==> src/rtl/mem_port_arbiter_pkg.sv <==
// Shared types and defaults for the block RAM port arbiter.
// FSM state encodings and default bus widths.
package mem_port_arbiter_pkg;

    localparam int DEF_ADDR_W = 9;
    localparam int DEF_DATA_W = 32;

    typedef enum logic [1:0] {
        ST_IDLE  = 2'd0,
        ST_ISSUE = 2'd1,
        ST_WAIT  = 2'd2,
        ST_DONE  = 2'd3
    } state_t;

endpackage

==> src/rtl/mem_port_arbiter_if.sv <==
// Bundle of CPU, debug and RAM signals around the arbiter.
// slave = arbiter side, master = requesters plus RAM.
interface mem_port_arbiter_if #(
    parameter int ADDR_W = mem_port_arbiter_pkg::DEF_ADDR_W,
    parameter int DATA_W = mem_port_arbiter_pkg::DEF_DATA_W
);

    logic              cpu_req;
    logic              cpu_we;
    logic [ADDR_W-1:0] cpu_addr;
    logic [DATA_W-1:0] cpu_wdata;
    logic              cpu_ack;
    logic [DATA_W-1:0] cpu_rdata;

    logic              dbg_req;
    logic              dbg_we;
    logic [ADDR_W-1:0] dbg_addr;
    logic [DATA_W-1:0] dbg_wdata;
    logic              dbg_ack;
    logic [DATA_W-1:0] dbg_rdata;

    logic              mem_en;
    logic              mem_we;
    logic [ADDR_W-1:0] mem_addr;
    logic [DATA_W-1:0] mem_wdata;
    logic [DATA_W-1:0] mem_rdata;

    logic              gnt_dbg;
    logic              busy;

    modport slave (
        input  cpu_req, cpu_we, cpu_addr, cpu_wdata,
        input  dbg_req, dbg_we, dbg_addr, dbg_wdata,
        input  mem_rdata,
        output cpu_ack, cpu_rdata, dbg_ack, dbg_rdata,
        output mem_en, mem_we, mem_addr, mem_wdata,
        output gnt_dbg, busy
    );

    modport master (
        output cpu_req, cpu_we, cpu_addr, cpu_wdata,
        output dbg_req, dbg_we, dbg_addr, dbg_wdata,
        output mem_rdata,
        input  cpu_ack, cpu_rdata, dbg_ack, dbg_rdata,
        input  mem_en, mem_we, mem_addr, mem_wdata,
        input  gnt_dbg, busy
    );

endinterface

==> src/rtl/mem_port_arbiter_arb_wait_counter.sv <==
// Saturating count of CPU grants made while debug is waiting.
// sat tells the arbiter that debug must win the next contest.
module arb_wait_counter #(
    parameter int MAX_WAIT = 4
) (
    input  logic clk,
    input  logic rst,
    input  logic inc,
    input  logic clr,
    output logic sat
);

    localparam int CW = $clog2(MAX_WAIT + 1);

    logic [CW-1:0] count;

    assign sat = (count == CW'(MAX_WAIT));

    // Clear wins over increment; hold at MAX_WAIT.
    always_ff @(posedge clk or negedge rst) begin
        if (!rst) begin
            count <= '0;
        end else if (clr) begin
            count <= '0;
        end else if (inc && !sat) begin
            count <= count + 1'b1;
        end
    end

endmodule

==> src/rtl/mem_port_arbiter.sv <==
// Shares the single-port RAM between the CPU and the debug/loader port.
// IDLE picks a winner, ISSUE drives the RAM, WAIT covers latency, DONE acks.
module mem_port_arbiter
    import mem_port_arbiter_pkg::*;
#(
    parameter int ADDR_W   = DEF_ADDR_W,
    parameter int DATA_W   = DEF_DATA_W,
    parameter int MEM_LAT  = 1,
    parameter int MAX_WAIT = 4
) (
    input logic               clk,
    input logic               rst,
    mem_port_arbiter_if.slave bus
);

    localparam int LAT_W = (MEM_LAT > 1) ? $clog2(MEM_LAT) : 1;

    state_t             state;
    logic [LAT_W-1:0]   lat_cnt;
    logic               lat_we;

    logic               cpu_ack_q;
    logic               dbg_ack_q;
    logic [DATA_W-1:0]  cpu_rdata_q;
    logic [DATA_W-1:0]  dbg_rdata_q;
    logic               mem_en_q;
    logic               mem_we_q;
    logic [ADDR_W-1:0]  mem_addr_q;
    logic [DATA_W-1:0]  mem_wdata_q;
    logic               gnt_dbg_q;
    logic               busy_q;

    logic               wait_sat;
    logic               any_req;
    logic               sel_dbg;
    logic               sel_we;
    logic [ADDR_W-1:0]  sel_addr;
    logic [DATA_W-1:0]  sel_wdata;
    logic               cnt_inc;
    logic               cnt_clr;

    // Winner selection and starvation counter control in IDLE.
    always_comb begin
        any_req   = bus.cpu_req || bus.dbg_req;
        sel_dbg   = bus.dbg_req && (!bus.cpu_req || wait_sat);
        sel_we    = sel_dbg ? bus.dbg_we    : bus.cpu_we;
        sel_addr  = sel_dbg ? bus.dbg_addr  : bus.cpu_addr;
        sel_wdata = sel_dbg ? bus.dbg_wdata : bus.cpu_wdata;
        cnt_inc   = (state == ST_IDLE) && bus.dbg_req && !sel_dbg;
        cnt_clr   = (state == ST_IDLE) && (!bus.dbg_req || sel_dbg);
    end

    arb_wait_counter #(
        .MAX_WAIT (MAX_WAIT)
    ) u_wait (
        .clk (clk),
        .rst (rst),
        .inc (cnt_inc),
        .clr (cnt_clr),
        .sat (wait_sat)
    );

    // Access sequencer; every output is a register loaded here.
    always_ff @(posedge clk or negedge rst) begin
        if (!rst) begin
            state       <= ST_IDLE;
            lat_cnt     <= '0;
            lat_we      <= 1'b0;
            cpu_ack_q   <= 1'b0;
            dbg_ack_q   <= 1'b0;
            cpu_rdata_q <= '0;
            dbg_rdata_q <= '0;
            mem_en_q    <= 1'b0;
            mem_we_q    <= 1'b0;
            mem_addr_q  <= '0;
            mem_wdata_q <= '0;
            gnt_dbg_q   <= 1'b0;
            busy_q      <= 1'b0;
        end else begin
            cpu_ack_q <= 1'b0;
            dbg_ack_q <= 1'b0;
            unique case (state)
                ST_IDLE: begin
                    if (any_req) begin
                        state       <= ST_ISSUE;
                        busy_q      <= 1'b1;
                        gnt_dbg_q   <= sel_dbg;
                        lat_we      <= sel_we;
                        mem_en_q    <= 1'b1;
                        mem_we_q    <= sel_we;
                        mem_addr_q  <= sel_addr;
                        mem_wdata_q <= sel_wdata;
                    end
                end
                ST_ISSUE: begin
                    mem_en_q    <= 1'b0;
                    mem_we_q    <= 1'b0;
                    mem_wdata_q <= '0;
                    if (MEM_LAT > 1) begin
                        state   <= ST_WAIT;
                        lat_cnt <= LAT_W'(MEM_LAT - 2);
                    end else begin
                        state   <= ST_DONE;
                    end
                end
                ST_WAIT: begin
                    if (lat_cnt == '0) begin
                        state <= ST_DONE;
                    end else begin
                        lat_cnt <= lat_cnt - 1'b1;
                    end
                end
                ST_DONE: begin
                    state  <= ST_IDLE;
                    busy_q <= 1'b0;
                    if (gnt_dbg_q) begin
                        dbg_ack_q <= 1'b1;
                        if (!lat_we) begin
                            dbg_rdata_q <= bus.mem_rdata;
                        end
                    end else begin
                        cpu_ack_q <= 1'b1;
                        if (!lat_we) begin
                            cpu_rdata_q <= bus.mem_rdata;
                        end
                    end
                end
            endcase
        end
    end

    assign bus.cpu_ack   = cpu_ack_q;
    assign bus.dbg_ack   = dbg_ack_q;
    assign bus.cpu_rdata = cpu_rdata_q;
    assign bus.dbg_rdata = dbg_rdata_q;
    assign bus.mem_en    = mem_en_q;
    assign bus.mem_we    = mem_we_q;
    assign bus.mem_addr  = mem_addr_q;
    assign bus.mem_wdata = mem_wdata_q;
    assign bus.gnt_dbg   = gnt_dbg_q;
    assign bus.busy      = busy_q;

endmodule
==> src/flat_wrapper.sv <==
// flat-port wrapper written by rule: the top's interface ports become plain ports
module mem_port_arbiter_flat import mem_port_arbiter_pkg::*;
#(
    parameter int ADDR_W   = DEF_ADDR_W,
    parameter int DATA_W   = DEF_DATA_W,
    parameter int MEM_LAT  = 1,
    parameter int MAX_WAIT = 4
)
  (clk, rst, bus_cpu_req, bus_cpu_we, bus_cpu_addr, bus_cpu_wdata, bus_dbg_req, bus_dbg_we, bus_dbg_addr, bus_dbg_wdata, bus_mem_rdata, bus_cpu_ack, bus_cpu_rdata, bus_dbg_ack, bus_dbg_rdata, bus_mem_en, bus_mem_we, bus_mem_addr, bus_mem_wdata, bus_gnt_dbg, bus_busy);
  mem_port_arbiter_if #(.ADDR_W(ADDR_W), .DATA_W(DATA_W)) bus_i ();
  input logic clk;
  input logic rst;
  input wire logic [$bits(bus_i.cpu_req)-1:0] bus_cpu_req;
  input wire logic [$bits(bus_i.cpu_we)-1:0] bus_cpu_we;
  input wire logic [$bits(bus_i.cpu_addr)-1:0] bus_cpu_addr;
  input wire logic [$bits(bus_i.cpu_wdata)-1:0] bus_cpu_wdata;
  input wire logic [$bits(bus_i.dbg_req)-1:0] bus_dbg_req;
  input wire logic [$bits(bus_i.dbg_we)-1:0] bus_dbg_we;
  input wire logic [$bits(bus_i.dbg_addr)-1:0] bus_dbg_addr;
  input wire logic [$bits(bus_i.dbg_wdata)-1:0] bus_dbg_wdata;
  input wire logic [$bits(bus_i.mem_rdata)-1:0] bus_mem_rdata;
  output wire logic [$bits(bus_i.cpu_ack)-1:0] bus_cpu_ack;
  output wire logic [$bits(bus_i.cpu_rdata)-1:0] bus_cpu_rdata;
  output wire logic [$bits(bus_i.dbg_ack)-1:0] bus_dbg_ack;
  output wire logic [$bits(bus_i.dbg_rdata)-1:0] bus_dbg_rdata;
  output wire logic [$bits(bus_i.mem_en)-1:0] bus_mem_en;
  output wire logic [$bits(bus_i.mem_we)-1:0] bus_mem_we;
  output wire logic [$bits(bus_i.mem_addr)-1:0] bus_mem_addr;
  output wire logic [$bits(bus_i.mem_wdata)-1:0] bus_mem_wdata;
  output wire logic [$bits(bus_i.gnt_dbg)-1:0] bus_gnt_dbg;
  output wire logic [$bits(bus_i.busy)-1:0] bus_busy;
  assign bus_i.cpu_req = bus_cpu_req;
  assign bus_i.cpu_we = bus_cpu_we;
  assign bus_i.cpu_addr = bus_cpu_addr;
  assign bus_i.cpu_wdata = bus_cpu_wdata;
  assign bus_i.dbg_req = bus_dbg_req;
  assign bus_i.dbg_we = bus_dbg_we;
  assign bus_i.dbg_addr = bus_dbg_addr;
  assign bus_i.dbg_wdata = bus_dbg_wdata;
  assign bus_i.mem_rdata = bus_mem_rdata;
  assign bus_cpu_ack = bus_i.cpu_ack;
  assign bus_cpu_rdata = bus_i.cpu_rdata;
  assign bus_dbg_ack = bus_i.dbg_ack;
  assign bus_dbg_rdata = bus_i.dbg_rdata;
  assign bus_mem_en = bus_i.mem_en;
  assign bus_mem_we = bus_i.mem_we;
  assign bus_mem_addr = bus_i.mem_addr;
  assign bus_mem_wdata = bus_i.mem_wdata;
  assign bus_gnt_dbg = bus_i.gnt_dbg;
  assign bus_busy = bus_i.busy;
  mem_port_arbiter #(.ADDR_W(ADDR_W), .DATA_W(DATA_W), .MEM_LAT(MEM_LAT), .MAX_WAIT(MAX_WAIT)) u_core (.clk(clk), .rst(rst), .bus(bus_i));
endmodule
==> config.mk <==
export PLATFORM = sky130hd
export DESIGN_NAME = mem_port_arbiter_flat
export DESIGN_NICKNAME = d
export VERILOG_FILES = /design/src/rtl/mem_port_arbiter_pkg.sv /design/src/rtl/mem_port_arbiter_if.sv /design/src/rtl/mem_port_arbiter_arb_wait_counter.sv /design/src/rtl/mem_port_arbiter.sv /design/src/flat_wrapper.sv
export SDC_FILE = /design/constraint.sdc
export NUM_CORES = 1
export LEC_CHECK = 0
export CAP_MARGIN = 20
export CORE_MARGIN = 4
export CORE_UTILIZATION = 39
export DETAILED_ROUTE_END_ITERATION = 6
export PLACE_DENSITY = 0.78
export SKIP_CTS_REPAIR_TIMING = 1
export SLEW_MARGIN = 30
export SYNTH_ARGS = -nofsm -noshare
export SYNTH_HDL_FRONTEND = slang
export SYNTH_SLANG_ARGS = --single-unit
==> constraint.sdc <==
create_clock -name clk -period 1.7 [get_ports clk]
set_input_delay 0.34 -clock clk [delete_from_list [all_inputs] [get_ports clk]]
set_output_delay 0.34 -clock clk [all_outputs]
set_load 0.02 [all_outputs]
==> results of run 1 <==
layout by cell type, fill, tap and decap left out, drive strengths merged:
master         instances
a21bo                  1
a21boi                 2
a21o                   1
a21oi                  1
a22o                   1
and2                   2
buf                   49
bufinv                 2
clkbuf                19
clkdlybuf4s50        117
clkinv                 4
clkinvlp               5
dfrtp                117
dlygate4sd3            1
dlymetal6s2s         111
ha                     7
inv                   41
mux2                  65
mux2i                  1
nand2                 25
nand2b                 2
nand3                  1
nand4                 43
nor2                   2
nor2b                  3
nor3b                  1
o211ai                10
o21a                   1
o21ai                 39
o22ai                  1
o311ai                34
flip-flops by register name, indices dropped and copies added, names as in the netlist, 2 cells and up:
signal	cells
u_core.u_wait.count	3
u_core.bus.dbg_rdata	32
u_core.bus.mem_wdata	32
u_core.bus.mem_addr	9
u_core.bus.cpu_rdata	32
u_core.state	2
cells by family after synthesis:
kind of cell | count (synthesis)
compound gates | 91
fa+ha+maj | 7
buf+inv | 79
flops | 117
mux | 66
simple gates | 79
cell usage after synthesis:
cell type / number / share of area, %
nand4_1: 43 / 4.8
a22o_1: 1 / 0.16
o21a_1: 1 / 0.13
a21oi_1: 1 / 0.090
dfrtp_1: 117 / 53
o21ai_0: 37 / 3.3
nand3_1: 1 / 0.090
a21o_1: 1 / 0.13
nor3b_2: 1 / 0.22
nand2_1: 25 / 1.7
o211ai_1: 10 / 1.3
mux2_2: 63 / 13
ha_1: 7 / 1.6
o311ai_4: 20 / 9.4
mux2_1: 2 / 0.40
mux2i_1: 1 / 0.18
nor2b_1: 3 / 0.34
o311ai_2: 9 / 2.6
a21boi_0: 2 / 0.27
nand2b_1: 2 / 0.22
nor2_1: 2 / 0.13
buf_4: 2 / 0.27
clkbuf_1: 22 / 1.5
buf_6: 3 / 0.61
a21bo_1: 1 / 0.18
buf_1: 2 / 0.13
buf_2: 12 / 1.1
and2_1: 2 / 0.22
inv_1: 38 / 2.6
o22ai_1: 1 / 0.11
o311ai_0: 5 / 0.79
o21ai_1: 2 / 0.18
worst min-delay path by stage:
stage	start	to	depth (start not counted)
after floorplan	rst	u_core.bus.busy	0
after global placement	rst	u_core.bus.cpu_rdata[9]	1
after detailed placement	rst	u_core.bus.cpu_rdata[0]	1
after CTS	rst	u_core.bus.cpu_rdata[0]	1
after global routing	bus_dbg_req	u_core.u_wait.count[2]	3
final	bus_dbg_req	u_core.u_wait.count[2]	3
metrics by stage:
stage | total power, mW | area, um^2 | cells | utilization, % | setup WS (ns)
after floorplan | 9.66 | 5600 | 439 | - | 0.00173
after global placement | 13.9 | 8440 | 850 | 60.6 | -0.135
after detailed placement | 14.1 | 8440 | 850 | 60.6 | -0.148
after CTS | 17.7 | 9020 | 882 | 64.7 | -0.142
after global routing | 18.6 | 9490 | 889 | 68.1 | -0.0788
final | 17.7 | 9490 | 889 | 68.1 | -0.00214
per-layer routing:
layer	share of wire [%]	vias to the layer above	global-route usage, %
met5	0	-	0
met4	1.6	0	6.55
met3	8.0	25	5.52
met2	51	227	32.1
met1	39	2356	24.6
li1	-	2129	-
area by class of cell:
type,count,area share [%]
clock buffer,18,4.52
inverter,38,1.50
sequential,117,30.9
tap,180,2.37
timing repair buffer,279,33.4
multi-input combinational,243,25.7
clock inverter,14,1.60
report_power, final:
part / switching [mW] / internal, mW
clock: 1.30 / 2.17
sequential: 0.832 / 4.20
combinational: 4.49 / 4.69
total: 6.62 / 11.1
worst reg2reg max path, delay by kind of cell (launching register included):
kind,cells,cell delay [ns]
AO/OA/AOI/OAI,2,0.34
AND/OR/NAND/NOR,1,0.16
buffers and inverters,3,0.48
adder cells (fa/ha/maj),1,0.20
flip-flops,1,0.42
==> impl_metrics.toml, run 1 <==
[power_and_ir_drop]
pwr_density_cell_nw_per_um2 = 1860
peakVddDrop_uv = 773
p_leak_nw = 5.22

[layout]
num_antenna_cells = 0
syn2layout_area_growth_pct = 70.1
fin_nets = 823
ff_latch_area_um2 = 2930
multi_input_area_um2 = 2440
n_fill_cell = 922
final_layout_size_suffix_gt1_share_pct = 26.8

[cts]
clock-sinks = 117
cts-root-buf = "clkbuf_16"
clk_pin_slew_worst_paths_ns = 0.06
cts_buffers = 17
cts_tree = "yes"
h-tree-depth = 4
clockBufferDepth = 2
clk_latency_ns = 0.41

[worst_setup_path]
cp_top_family = "buffers and inverters"
reg2regPathDepth = 7
critPathCaptureType = "register"
crit_top_cell = "buf_12"
crit_path_start_kind = "register"
required_ns = 2.00
crit_chain = "buf_4 -> ha_2 -> nor2b_4 -> o21ai_4 -> buf_12 -> buf_12 -> o311ai_4"
worst-path-stages = 7
r2r_setup_slack_ns = -0.002
rr_endpoint = "u_core.bus.mem_wdata[16]"
cp.arrival_ns = 2.01
slowest_stage = "dfrtp_1"
cp_slowest_stage_delay_ns = 0.42
cp-startpoint = "u_core.state[0]"
critPathMaxFanout = 12
r2r_start = "u_core.state[0]"
timing.critical_path.buf_inv = 3
crit_end = "u_core.bus.mem_wdata[16]"
critPathKind = "reg -> reg"

[outcome]
violations = "negative setup slack"
run_status = "finished, violations left"

[floorplan]
die-area_um2 = 16300
start_util_pct = 40.0
die_h_um = 128
fp.dieW_um = 128
io_pins = 231
core_um2 = 13900
rows = 43

[yosys]
yosysWarningCount = 0
ys_seq_elements = 117
synth_fa_ha_area_share_pct = 1.57
synthSimpleGateAreaFrac_pct = 7.74
synth_cell_types = 32
synth_area_um2 = 5580
synth_top_family_by_area = "compound AO/OA/AOI/OAI gates"
synth_xor_area_share_pct = 0
ys_seq_area_share_pct = 52.5
synth_compound_area_share_pct = 18.8
syn_inst = 439
synth.avg_cell_area_um2 = 12.7
synthMuxAreaShare_pct = 13.3
synth_nets = 566

[place]
portBuffers = 230
dp_hpwl_mm = 11.9
gp_congestion = 0.847

[timing]
hold_violations = 0
setup_viol = 1
fin_ws_ns = -0.00214
tightest_slew_ns = 0.537
timing.hold.ws_ns = 0.387
clock_skew_ns = 0.0128
setup_tns_ns = -0.00214
fin_crit_ns = 1.70
fmaxAchievable_ghz = 0.587
max_slew_margin_pct = 64.2
rsz0062_at_grt = "yes"
post-route-period-util_pct = 100
drv_slew = 0

[grt]
grt_pass1_wl_mm = 25.4
grt-ovfl-total = 0
grt_pass1_vias = 5011
grt_usage_pct = 19.4
antenna_found_initial = 0
grt_max_degree = 44

[route]
dr.pass1.iters = 4
drc_errors = 0
drt-initial-drc-count = 167
antenna_left = 0
via_count = 4737
routed_wl_mm = 17.0
vias_per_cell = 5.33
wire_per_inst_um = 19.1

[job]
cap_violations = 0

[hold_path]
hold_path.class = "in -> reg"
Power figures use the tool's default switching activity.
==> inputs of run 2 (changes only) <==
Settings changed: ABC_AREA set to 1, CAP_MARGIN 20 to unset.
==> run 2 against run 1 <==
Against the previous run: non-clock buffer count fell by 30; fmax grew 10%; synthesized area decreased by 0.52%; sequential cell count unchanged; clock-buffer cell count grew 4; combinational power down 21%; clock skew decreased by 0.00069 ns; via count up 8.0%; the flow now finishes without violations; sequential power is 6.0% lower; critical path depth decreased by 1.
==> impl_metrics.toml, run 2 <==
[place]
dp_slack_ns = 0.0201
dp_cells = 1054
gp_congestion = 0.813
portBuffers = 230
dp_hpwl_mm = 11.4

[grt]
grt_pass1_wl_mm = 25.1
grt_usage_pct = 19.2
grt_pass1_vias = 4963
grt-ovfl-total = 0
grt_max_degree = 65
antenna_found_initial = 0

[layout]
multi_input_area_um2 = 1890
final_cell_mix = "172 x nand2_1, 125 x inv_1, 122 x nand3_1"
fin_nets = 1021
instances_no_fill = 1086
utilization_pct = 64.8
num_antenna_cells = 0
syn2layout_area_growth_pct = 62.0
final_common_cell = "nand2_1"
final_layout_size_suffix_gt1_share_pct = 9.93
ff_latch_area_um2 = 2930
n_fill_cell = 1067

[hold_path]
worstHoldStart = "bus_dbg_req"
worstHoldPathCells = 4
hold_path.class = "in -> reg"
holdPathEnd = "u_core.bus.mem_wdata[21]"

[power_and_ir_drop]
pwr_density_cell_nw_per_um2 = 1770
p_leak_nw = 5.89
peakVddDrop_uv = 962

[worst_setup_path]
crit_chain = "ha_1 -> nand2_1 -> or2_2 -> buf_12 -> nand2_1 -> o21ai_2"
reg2regPathDepth = 6
critPathCaptureType = "register"
cp.arrival_ns = 1.82
required_ns = 1.98
timing.critical_path.buf_inv = 1
r2r_setup_slack_ns = 0.16
crit_top_cell = "nand2_1"
crit_path_start_kind = "register"
critPathMaxFanout = 64
slowest_stage = "dfrtp_1"
cp_slowest_stage_delay_ns = 0.41
cp_top_family = "simple AND/OR/NAND/NOR gates"
rr_endpoint = "u_core.bus.dbg_rdata[14]"
critPathKind = "reg -> reg"
r2r_start = "u_core.state[0]"

[yosys]
ys_seq_elements = 117
ys_async_sr_fraction_pct = 100
synth_edf_count = 0
synthFlopType = "dfrtp_1"
synth_top_area_share_pct = 52.8
ys_seq_area_share_pct = 52.8
synth_area_leaders = "dfrtp_1 53%, nand2_1 12%, nand3_1 11%"
synth_nets = 790
ys_top_cells_by_count = "173 x nand2_1, 125 x inv_1, 122 x nand3_1"
synth.avg_cell_area_um2 = 8.37
synth_area_um2 = 5550
synth_cell_types = 20
syn_inst = 663
yosysMostFrequentCell = "nand2_1"
synth_largest_area_cell = "dfrtp_1"
yosysWarningCount = 0

[route]
via_count = 5118
vias_per_cell = 4.71
dr.pass1.iters = 5
wire_per_inst_um = 14.8
drc_errors = 0
drt-initial-drc-count = 301
routed_wl_mm = 16.1
antenna_left = 0

[cts]
cts_buffers = 17
clk_pin_slew_worst_paths_ns = 0.05
clk_latency_ns = 0.40
clockBufferDepth = 2
cts_tree = "yes"
cts-root-buf = "clkbuf_16"
h-tree-depth = 4
clock-sinks = 117

[floorplan]
rows = 43
die_h_um = 127
die-area_um2 = 16200
fp.dieW_um = 127
core_um2 = 13900
start_util_pct = 40.0
io_pins = 231

[timing]
fin_crit_ns = 1.54
fin_ws_ns = 0.155
setup_tns_ns = 0
rsz0062_at_grt = "no"
setup_viol = 0
drv_slew = 0
tightest_slew_ns = 0.504
hold_violations = 0
max_slew_margin_pct = 66.4
fmaxAchievable_ghz = 0.647
clock_skew_ns = 0.0121
post-route-period-util_pct = 90.9

[outcome]
run_status = "complete, no violations"

[job]
cap_violations = 0
run 2: changes by cell type after synthesis, sizes merged, moves of 16 or more:
cell and delta:
nand3 +121, inv +89, mux2 -65, o21ai +30, nand4 -43, clkbuf -16
nand2 +150, o311ai -34
run 2: metrics by stage:
stage / power, mW / instance area, um^2 / hold WS, ns
after detailed placement: 12.3 / 8050 / 0.341
after floorplan: 8.74 / 5550 / 0.0444
after CTS: 16.3 / 8700 / -0.0926
after global placement: 12.1 / 8050 / 0.339
final: 15.9 / 8990 / 0.395
after global routing: 16.9 / 8990 / 0.404
run 2: worst max path at each step:
stage | from | end | slack [ns] | depth (start not counted)
finish | u_core.state[0] | u_core.bus.dbg_rdata[14] | 0.16 | 6
global route | u_core.state[1] | u_core.bus.mem_wdata[27] | 0.05 | 7
CTS | u_core.bus.gnt_dbg | bus_gnt_dbg | -0.16 | 1
detailed placement | bus_cpu_req | u_core.lat_we | 0.02 | 6
global placement | bus_cpu_req | u_core.bus.mem_wdata[21] | 0.08 | 7
floorplan | u_core.state[0] | u_core.bus.mem_wdata[10] | 0.32 | 7
run 2: routing by layer:
layer / GRT usage [%] / part of all wire, % / routed length [um] / up-vias
met5: 0 / 0 / 0 / -
met4: 5.87 / 0.77 / 124 / 0
met3: 6.06 / 7.8 / 1260 / 8
met2: 29.9 / 48 / 7710 / 209
met1: 25.9 / 44 / 7010 / 2385
li1: - / - / - / 2516
run 2: area by class of cell:
type	instances	share of cell area (%)
Inverter	127	5.30
Clock inverter	9	1.93
Tap cell	180	2.51
Sequential cell	117	32.6
Clock buffer	22	5.28
Timing Repair Buffer	249	31.3
Multi-Input combinational cell	382	21.1
run 2: report_power, final:
| group | switching, mW | internal [mW] |
|---|---|---|
| combinational | 4.12 | 3.14 |
| sequential | 0.677 | 4.07 |
| clock | 1.18 | 2.70 |
| total | 5.98 | 9.91 |
run 2: cell families after synthesis:
group                    Yosys count  synth area share, %
AO/OA/AOI/OAI                     70                 8.48
XOR/XNOR                           1                0.158
adder cells (fa/ha/maj)            7                 1.58
buffers and inverters            164                 13.1
flip-flops                       117                 52.8
AND/OR/NAND/NOR                  304                 23.9
run 2: worst register-to-register path, cell delays in order, from the launching register on:
cell	delay (ns)
dfrtp_1	0.41
ha_1	0.19
nand2_1	0.07
or2_2	0.31
buf_12	0.22
nand2_1	0.15
o21ai_2	0.07
